===== src/rtl/cmd_queue_pkg.sv =====
// ---------------------------------------------------------------------------
// cmd_queue_pkg
// Shared command encoding for the Tetris player-command path.
//   state_type       : 4-bit player command code (NONE = no command)
//   DEFAULT_BTN_CMD  : default btn_cmd bus, btn[0..3] = RIGHT, DOWN, LEFT, ROTATE
//   ascii_to_cmd()   : case-insensitive keystroke decode, NONE if unmapped
// ---------------------------------------------------------------------------
package cmd_queue_pkg;

   typedef enum logic [3:0] {
      NONE       = 4'd0,
      LEFT       = 4'd1,
      RIGHT      = 4'd2,
      DOWN       = 4'd3,
      DROP       = 4'd4,
      ROTATE     = 4'd5,
      ROTATE_REV = 4'd6,
      HOLD       = 4'd7
   } state_type;

   // Slice i of the bus is the command for btn[i]; btn[0] sits in the low nibble.
   localparam logic [15:0] DEFAULT_BTN_CMD = {ROTATE, LEFT, DOWN, RIGHT};

   function automatic state_type ascii_to_cmd(input logic [7:0] b);
      state_type c;
      c = NONE;
      // Forcing bit 5 folds 'A'..'Z' onto 'a'..'z'; only the two cases of a
      // letter can land on a given lowercase code.
      case (b | 8'h20)
         8'h61:   c = LEFT;        // a
         8'h64:   c = RIGHT;       // d
         8'h77:   c = DOWN;        // w
         8'h73:   c = DROP;        // s
         8'h63:   c = HOLD;        // c
         8'h78:   c = ROTATE;      // x
         8'h7a:   c = ROTATE_REV;  // z
         default: c = NONE;
      endcase
      return c;
   endfunction

endpackage


===== src/rtl/cmd_queue_key_repeat.sv =====
// ---------------------------------------------------------------------------
// key_repeat
// Turns one debounced button level into command events: one on the press,
// then (if REPEAT_EN) one after REPEAT_DELAY held cycles and one every
// REPEAT_PERIOD cycles after that. Releasing the button restarts the timer.
//   clk, reset_n : clock, synchronous active-low reset
//   btn_i        : debounced level, 1 = pressed
//   event_o      : one-cycle event strobe (combinational from registered state)
// ---------------------------------------------------------------------------
module key_repeat #(
   parameter bit          REPEAT_EN     = 1'b1,
   parameter int unsigned REPEAT_DELAY  = 25_000_000,
   parameter int unsigned REPEAT_PERIOD = 5_000_000
) (
   input  logic clk,
   input  logic reset_n,
   input  logic btn_i,
   output logic event_o
);

   logic        btn_q;
   logic [31:0] cnt_q, cnt_d;
   logic        rep_q, rep_d;   // 0: waiting out the initial delay, 1: repeating
   logic        rise, fire;

   // cnt_q equals the number of cycles the button has been held since the
   // press (or since the last repeat once rep_q is set).
   always_comb begin
      rise  = btn_i & ~btn_q;
      fire  = 1'b0;
      cnt_d = '0;
      rep_d = 1'b0;
      if (REPEAT_EN && btn_i) begin
         if (rep_q ? (cnt_q == 32'(REPEAT_PERIOD)) : (cnt_q == 32'(REPEAT_DELAY))) begin
            fire  = 1'b1;
            cnt_d = 32'd1;
            rep_d = 1'b1;
         end else begin
            cnt_d = cnt_q + 32'd1;
            rep_d = rep_q;
         end
      end
      event_o = rise | fire;
   end

   always_ff @(posedge clk) begin
      if (!reset_n) begin
         btn_q <= 1'b0;
         cnt_q <= '0;
         rep_q <= 1'b0;
      end else begin
         btn_q <= btn_i;
         cnt_q <= cnt_d;
         rep_q <= rep_d;
      end
   end

endmodule


===== src/rtl/cmd_queue.sv =====
// ---------------------------------------------------------------------------
// cmd_queue
// Merges UART keystrokes and push-button events into one ordered command FIFO
// for the game FSM, which consumes entries with a pop handshake.
//   clk, reset_n : clock, synchronous active-low reset
//   rx_valid     : rx_byte holds a received UART byte this cycle
//   rx_byte      : received ASCII byte
//   btn          : debounced button levels, 1 = pressed
//   btn_cmd      : 4-bit command per button, slice i for btn[i]
//   pop          : consumer takes the head entry this cycle
//   head         : head command, NONE when empty
//   head_valid   : FIFO not empty
//   count        : occupancy
//   full         : count == DEPTH
//   drop_cnt     : saturating count of commands lost to pending-slot collisions
// ---------------------------------------------------------------------------
module cmd_queue
   import cmd_queue_pkg::*;
#(
   parameter int          DEPTH         = 16,
   parameter int          NBTN          = 4,
   parameter bit          REPEAT_EN     = 1'b1,
   parameter int unsigned REPEAT_DELAY  = 25_000_000,
   parameter int unsigned REPEAT_PERIOD = 5_000_000
) (
   input  logic                   clk,
   input  logic                   reset_n,
   input  logic                   rx_valid,
   input  logic [7:0]             rx_byte,
   input  logic [NBTN-1:0]        btn,
   input  logic [NBTN*4-1:0]      btn_cmd,
   input  logic                   pop,
   output state_type              head,
   output logic                   head_valid,
   output logic [$clog2(DEPTH):0] count,
   output logic                   full,
   output logic [7:0]             drop_cnt
);

   localparam int AW   = $clog2(DEPTH);
   localparam int CW   = AW + 1;
   localparam int NSRC = NBTN + 1;   // source 0 is the UART, source i+1 is btn[i]

   function automatic logic [7:0] sat_add8(input logic [7:0] a, input logic [3:0] n);
      logic [8:0] s;
      s = {1'b0, a} + 9'(n);
      return s[8] ? 8'hFF : s[7:0];
   endfunction

   // Button event generators
   logic [NBTN-1:0] btn_evt;

   for (genvar g = 0; g < NBTN; g++) begin : g_rep
      key_repeat #(
         .REPEAT_EN     (REPEAT_EN),
         .REPEAT_DELAY  (REPEAT_DELAY),
         .REPEAT_PERIOD (REPEAT_PERIOD)
      ) u_key_repeat (
         .clk     (clk),
         .reset_n (reset_n),
         .btn_i   (btn[g]),
         .event_o (btn_evt[g])
      );
   end

   // Storage and control state
   state_type       mem_q [DEPTH];
   logic [AW-1:0]   wr_ptr_q, wr_ptr_d;
   logic [AW-1:0]   rd_ptr_q, rd_ptr_d;
   logic [CW-1:0]   count_q, count_d;
   logic [7:0]      drop_q, drop_d;
   logic [NSRC-1:0] pend_q, pend_d;
   state_type       pend_cmd_q [NSRC];

   // Combinational signals
   state_type       rx_cmd;
   logic [NSRC-1:0] src_evt;
   state_type       src_cmd [NSRC];
   logic [NSRC-1:0] grant, drop_vec, load;
   logic [3:0]      ndrops;
   state_type       wr_cmd;
   logic            do_wr, do_pop, found;

   always_comb begin
      rx_cmd     = ascii_to_cmd(rx_byte);
      src_evt[0] = rx_valid && (rx_cmd != NONE);
      src_cmd[0] = rx_cmd;
      for (int i = 0; i < NBTN; i++) begin
         src_evt[i+1] = btn_evt[i];
         src_cmd[i+1] = state_type'(btn_cmd[4*i +: 4]);
      end
   end

   // Fixed-priority arbiter: lowest source index wins. A write is allowed when
   // there is room, or when a pop frees the head slot in the same cycle.
   always_comb begin
      do_pop = pop && (count_q != '0);
      do_wr  = (|pend_q) && ((count_q < CW'(DEPTH)) || do_pop);
      grant  = '0;
      wr_cmd = NONE;
      found  = 1'b0;
      for (int i = 0; i < NSRC; i++) begin
         if (pend_q[i] && !found) begin
            found    = 1'b1;
            grant[i] = do_wr;
            wr_cmd   = pend_cmd_q[i];
         end
      end
   end

   // A slot being drained this cycle can accept a new event without a drop,
   // so a source producing one command per cycle keeps flowing.
   always_comb begin
      ndrops = '0;
      for (int i = 0; i < NSRC; i++) begin
         drop_vec[i] = src_evt[i] & pend_q[i] & ~grant[i];
         load[i]     = src_evt[i] & ~drop_vec[i];
         pend_d[i]   = (pend_q[i] & ~grant[i]) | src_evt[i];
         ndrops      = ndrops + 4'(drop_vec[i]);
      end
   end

   always_comb begin
      wr_ptr_d = do_wr  ? wr_ptr_q + AW'(1) : wr_ptr_q;
      rd_ptr_d = do_pop ? rd_ptr_q + AW'(1) : rd_ptr_q;
      count_d  = count_q;
      case ({do_wr, do_pop})
         2'b10:   count_d = count_q + CW'(1);
         2'b01:   count_d = count_q - CW'(1);
         default: count_d = count_q;
      endcase
      drop_d = sat_add8(drop_q, ndrops);
   end

   always_ff @(posedge clk) begin
      if (!reset_n) begin
         pend_q   <= '0;
         wr_ptr_q <= '0;
         rd_ptr_q <= '0;
         count_q  <= '0;
         drop_q   <= '0;
      end else begin
         pend_q   <= pend_d;
         wr_ptr_q <= wr_ptr_d;
         rd_ptr_q <= rd_ptr_d;
         count_q  <= count_d;
         drop_q   <= drop_d;
      end
   end

   // Payload registers carry no reset; their valid bits above gate them.
   always_ff @(posedge clk) begin
      for (int i = 0; i < NSRC; i++) begin
         if (load[i]) pend_cmd_q[i] <= src_cmd[i];
      end
      if (do_wr) mem_q[wr_ptr_q] <= wr_cmd;
   end

   assign head       = (count_q == '0) ? NONE : mem_q[rd_ptr_q];
   assign head_valid = (count_q != '0);
   assign count      = count_q;
   assign full       = (count_q == CW'(DEPTH));
   assign drop_cnt   = drop_q;

endmodule


===== config.mk =====
export PLATFORM = sky130hd
export DESIGN_NAME = cmd_queue
export DESIGN_NICKNAME = d
export VERILOG_FILES = /design/src/rtl/cmd_queue_pkg.sv /design/src/rtl/cmd_queue_key_repeat.sv /design/src/rtl/cmd_queue.sv
export SDC_FILE = /design/constraint.sdc
export NUM_CORES = 1
export LEC_CHECK = 0
export BUFFER_PORTS_ARGS = -buffer_cell sky130_fd_sc_hd__clkbuf_2
export CAP_MARGIN = 20
export CELL_PAD_IN_SITES_DETAIL_PLACEMENT = 1
export CELL_PAD_IN_SITES_GLOBAL_PLACEMENT = 2
export CORE_ASPECT_RATIO = 0.5
export CORE_MARGIN = 5
export CORE_UTILIZATION = 38
export CTS_BUF_LIST = sky130_fd_sc_hd__clkbuf_8
export CTS_CLUSTER_DIAMETER = 120
export DETAILED_ROUTE_END_ITERATION = 6
export PLACE_DENSITY_LB_ADDON = 0.1
export SYNTH_ARGS = -nofsm -noshare
export SYNTH_HDL_FRONTEND = slang
export SYNTH_SLANG_ARGS = --single-unit

===== constraint.sdc =====
create_clock -name clk -period 4.4 [get_ports clk]
set_clock_uncertainty 0.1 [all_clocks]
set_input_delay 0.22 -clock clk [delete_from_list [all_inputs] [get_ports clk]]
set_output_delay 0.22 -clock clk [all_outputs]
set_load 0.02 [all_outputs]

==> flow_summary.toml <==
[min_path]
hold_class = "primary input to register"
worstHoldStart = "reset_n"
whs_path_depth = 3
holdPathEnd = "drop_cnt[0]"

[final_layout]
nets = 1261
n_antenna_cell = 0
multi_input_area_um2 = 5170
final_area_um2 = 13200
finalNonFillerCells = 1623
syn_to_final_growth_pct = 16.5
seq_area_um2 = 5820
drive_gt1_share_pct = 14.5
final_util_pct = 45.2
nFillCells = 3263

[critical_path]
worstSetupPathType = "register to register"
critPathLaunchType = "register"
reg2regPathDepth = 14
r2r_start = "g_rep[1].u_key_repeat.cnt_q[21]"
cp_slowest_cell = "or4_4"
critPathMaxFanout = 5
endpoint_kind = "register"
cpPeakStageDelay_ns = 0.50
cp.buffers_inverters = 0
path_delay_family = "adder cells"
r2r_end = "drop_cnt[1]"
ff2ff_setup_slack_ns = 0.21
cpMostUsedCell = "fa_1"
crit_arrival_ns = 4.53
path_cells = "nand4_1 -> or4_4 -> a2111oi_4 -> o21ai_2 -> nor2_2 -> fa_1 -> fa_1 -> ha_2 -> fa_2 -> a21oi_1 -> nor2b_1 -> and2_1 -> and4_1 -> o21a_1"
worstPathRequired_ns = 4.74

[floorplanning]
num_rows = 44
dieArea_um2 = 33500
dieWidth_um = 254
core-area_um2 = 29200
io_pins = 51
die_h_um = 132
start_util_pct = 38.8

[route]
via_per_inst = 5.04
wire_per_inst_um = 16.8
vias = 8187
final_antenna_net_count = 0
dr.pass1.iters = 4
totalWireLength_um = 27300
drt_iter0_markers = 354
drc = 0

[timing]
setup_violations = 0
period_needed_ns = 4.19
drv_slew = 0
max_slew_margin_pct = 28.9
rsz0062_at_grt = "no"
fmax_ghz = 0.239
hold_viol_final = 0
period_share_pct = 95.2
worstMarginPinSlew_ns = 1.06
whs_ns = 0.0834

[synth]
synthDistinctLibCells = 59
syn-cell-area_um2 = 11300
synth_enable_flop_cells = 83
synth_flop_cell = "dfxtp_1"
yosys_warnings = 0
avgSynthCellArea_um2 = 10.4
ys_ff_latch = 249
synth_nets = 1146
seq_area_frac_synth_pct = 51.4
async_flop_share_pct = 0
synthCells = 1089

[cts]
clock-sinks = 249
clock_path_buffers = 3
clock_latency_ns = 0.55
ctsHtreeMaxLevel = 2
cts_tree = "built"
cts_root_buf = "clkbuf_8"
post_cts_buffers = 0
cts_buffers = 39
path_clk_slew_ns = 0.07

[placement]
port_buffers = 49
gp_congestion = 0.783
dp_cells = 1524
placed_cell_area_um2 = 12100
dp_hpwl_um = 19000

[global_route]
grt-ovfl-total = 0
grt.total_usage_pct = 16.3
antenna_found_initial = 0
first_global_vias = 8563
grt_pass1_wl_um = 45000
grt_max_degree = 34

[pwr]
power_density_nw_per_um2 = 403
switchingPower_mw = 1.48
p_leak_nw = 4.60
seqPwrFrac_pct = 48.5
pwr-share-clk_pct = 36.2
p_int_mw = 3.83
fin_total_pwr_mw = 5.31
combinationalPowerShare_pct = 15.3
vdd_drop_max_v = 0.000383
swShare_pct = 27.8

[status]
status = "finished, final reports clean"

[run]
drv_cap = 0
## placed cells by master (no fill, tap or decap), types with 7 or more instances in the layout
master and instances:
and4_1 16, a21boi_0 12, nand2_1 66, nor3_1 21
dlygate4sd3_1 29, nor2_1 185, nand2b_1 7, nor4b_1 9
nor2b_1 13, and2_1 15, dfxtp_1 163, nand3_1 50
nand4_1 44, nor4_1 20, clkbuf_8 45, and3_1 18
xor2_1 68, o21ai_0 20, edfxtp_1 83, a21oi_1 19
clkbuf_2 49, mux4_2 16, ha_1 20, xnor2_1 62
inv_1 51, mux2i_1 11, buf_4 33
## sequential cells by signal, summed over array words and instances, names as in the netlist, named ones only
register and cells:
count 5, mem_q 64, rd_ptr_q 4, g_rep.u_key_repeat.btn_q 4, drop_cnt 8, wr_ptr_q 4
g_rep.u_key_repeat.rep_q 4, g_rep.u_key_repeat.cnt_q 128, pend_cmd_q 19, pend_q 5
## per-stage QoR
stage	worst slack (ns)	TNS (ns)
final	0.211	0
after global routing	0.00639	0
after CTS	0.0357	0
after detailed placement	-0.130	-0.305
after global placement	-0.0372	-0.0739
after floorplan	0.225	0
## per-layer routing
layer	wire (um)	track usage, %	vias to the layer above
met5	0	0	-
met4	470	3.96	0
met3	950	3.61	45
met2	12900	27.2	84
met1	12900	21.7	3986
li1	-	-	4072
## synth_stat cells (8+ instances only)
cell | n | area share (%)
nor2_1 | 186 | 6.2
buf_2 | 8 | 0.35
inv_1 | 38 | 1.3
and4_1 | 16 | 1.2
and3_1 | 18 | 1.0
mux4_2 | 16 | 3.2
nor4b_1 | 9 | 0.70
nand2_1 | 66 | 2.2
a21oi_1 | 19 | 0.84
mux2i_1 | 11 | 0.97
dfxtp_1 | 166 | 29
nand3_1 | 50 | 2.2
o21ai_0 | 21 | 0.93
nor4_1 | 21 | 1.2
and2_1 | 15 | 0.83
xor2_1 | 68 | 5.3
nor3_1 | 21 | 0.93
edfxtp_1 | 83 | 22
xnor2_1 | 62 | 4.8
a21boi_0 | 12 | 0.80
nor2b_1 | 13 | 0.72
nand4_1 | 44 | 2.4
clkbuf_1 | 20 | 0.66
ha_1 | 21 | 2.3
## worst max-delay path by stage
stage | startpoint | endpoint | slack, ns | cells after the start
2_1_floorplan | g_rep[1].u_key_repeat.cnt_q[12] | drop_cnt[1] | 0.23 | 15
3_3_place_gp | g_rep[1].u_key_repeat.cnt_q[21] | drop_cnt[1] | -0.04 | 14
3_5_place_dp | g_rep[1].u_key_repeat.cnt_q[21] | drop_cnt[6] | -0.13 | 14
4_1_cts | g_rep[1].u_key_repeat.cnt_q[21] | drop_cnt[6] | 0.04 | 14
5_1_grt | g_rep[1].u_key_repeat.cnt_q[21] | drop_cnt[1] | 0.006 | 14
6_report | g_rep[1].u_key_repeat.cnt_q[21] | drop_cnt[1] | 0.21 | 14
## cells by family after synthesis
family | share of synthesized area, %
compound gates | 4.80
mux | 4.16
xor+xnor | 10.1
fa+ha+maj | 3.03
buf+inv | 3.11
simple gates | 23.4
flops | 51.4
## power by group through the flow
| stage | sequential (mW) | combinational [mW] | clock [mW] |
|---|---|---|---|
| after global routing | 2.59 | 0.893 | 2.11 |
| final | 2.57 | 0.811 | 1.92 |
| after global placement | 2.64 | 0.742 | 0 |
| after CTS | 2.58 | 0.828 | 2.01 |
| after floorplan | 2.60 | 0.558 | 0 |
| after detailed placement | 2.63 | 0.806 | 0 |
## tightest hold or removal path: cells and delay by family
| family | cells | cell delay [ns] |
|---|---|---|
| buffers and inverters | 2 | 0.30 |
| AOI/OAI and AO/OA | 1 | 0.15 |
## cell type report
| cell class | count | share of cell area, % |
|---|---|---|
| clock buffers | 45 | 4.70 |
| clock inverters | 24 | 0.959 |
| inverters | 38 | 1.08 |
| multi-input cells | 764 | 39.2 |
| flip-flops and latches | 249 | 44.2 |
| well taps | 391 | 3.71 |
| repair buffers | 112 | 6.15 |
## timing repair
item	4_1_cts	5_1_grt
hold buffers	29	0
setup endpoints to repair	3	5
hold endpoints to repair	32	0
pin swaps	0	5
gates resized for setup	2	9
Note: power is estimated with default switching activity, not from simulation.
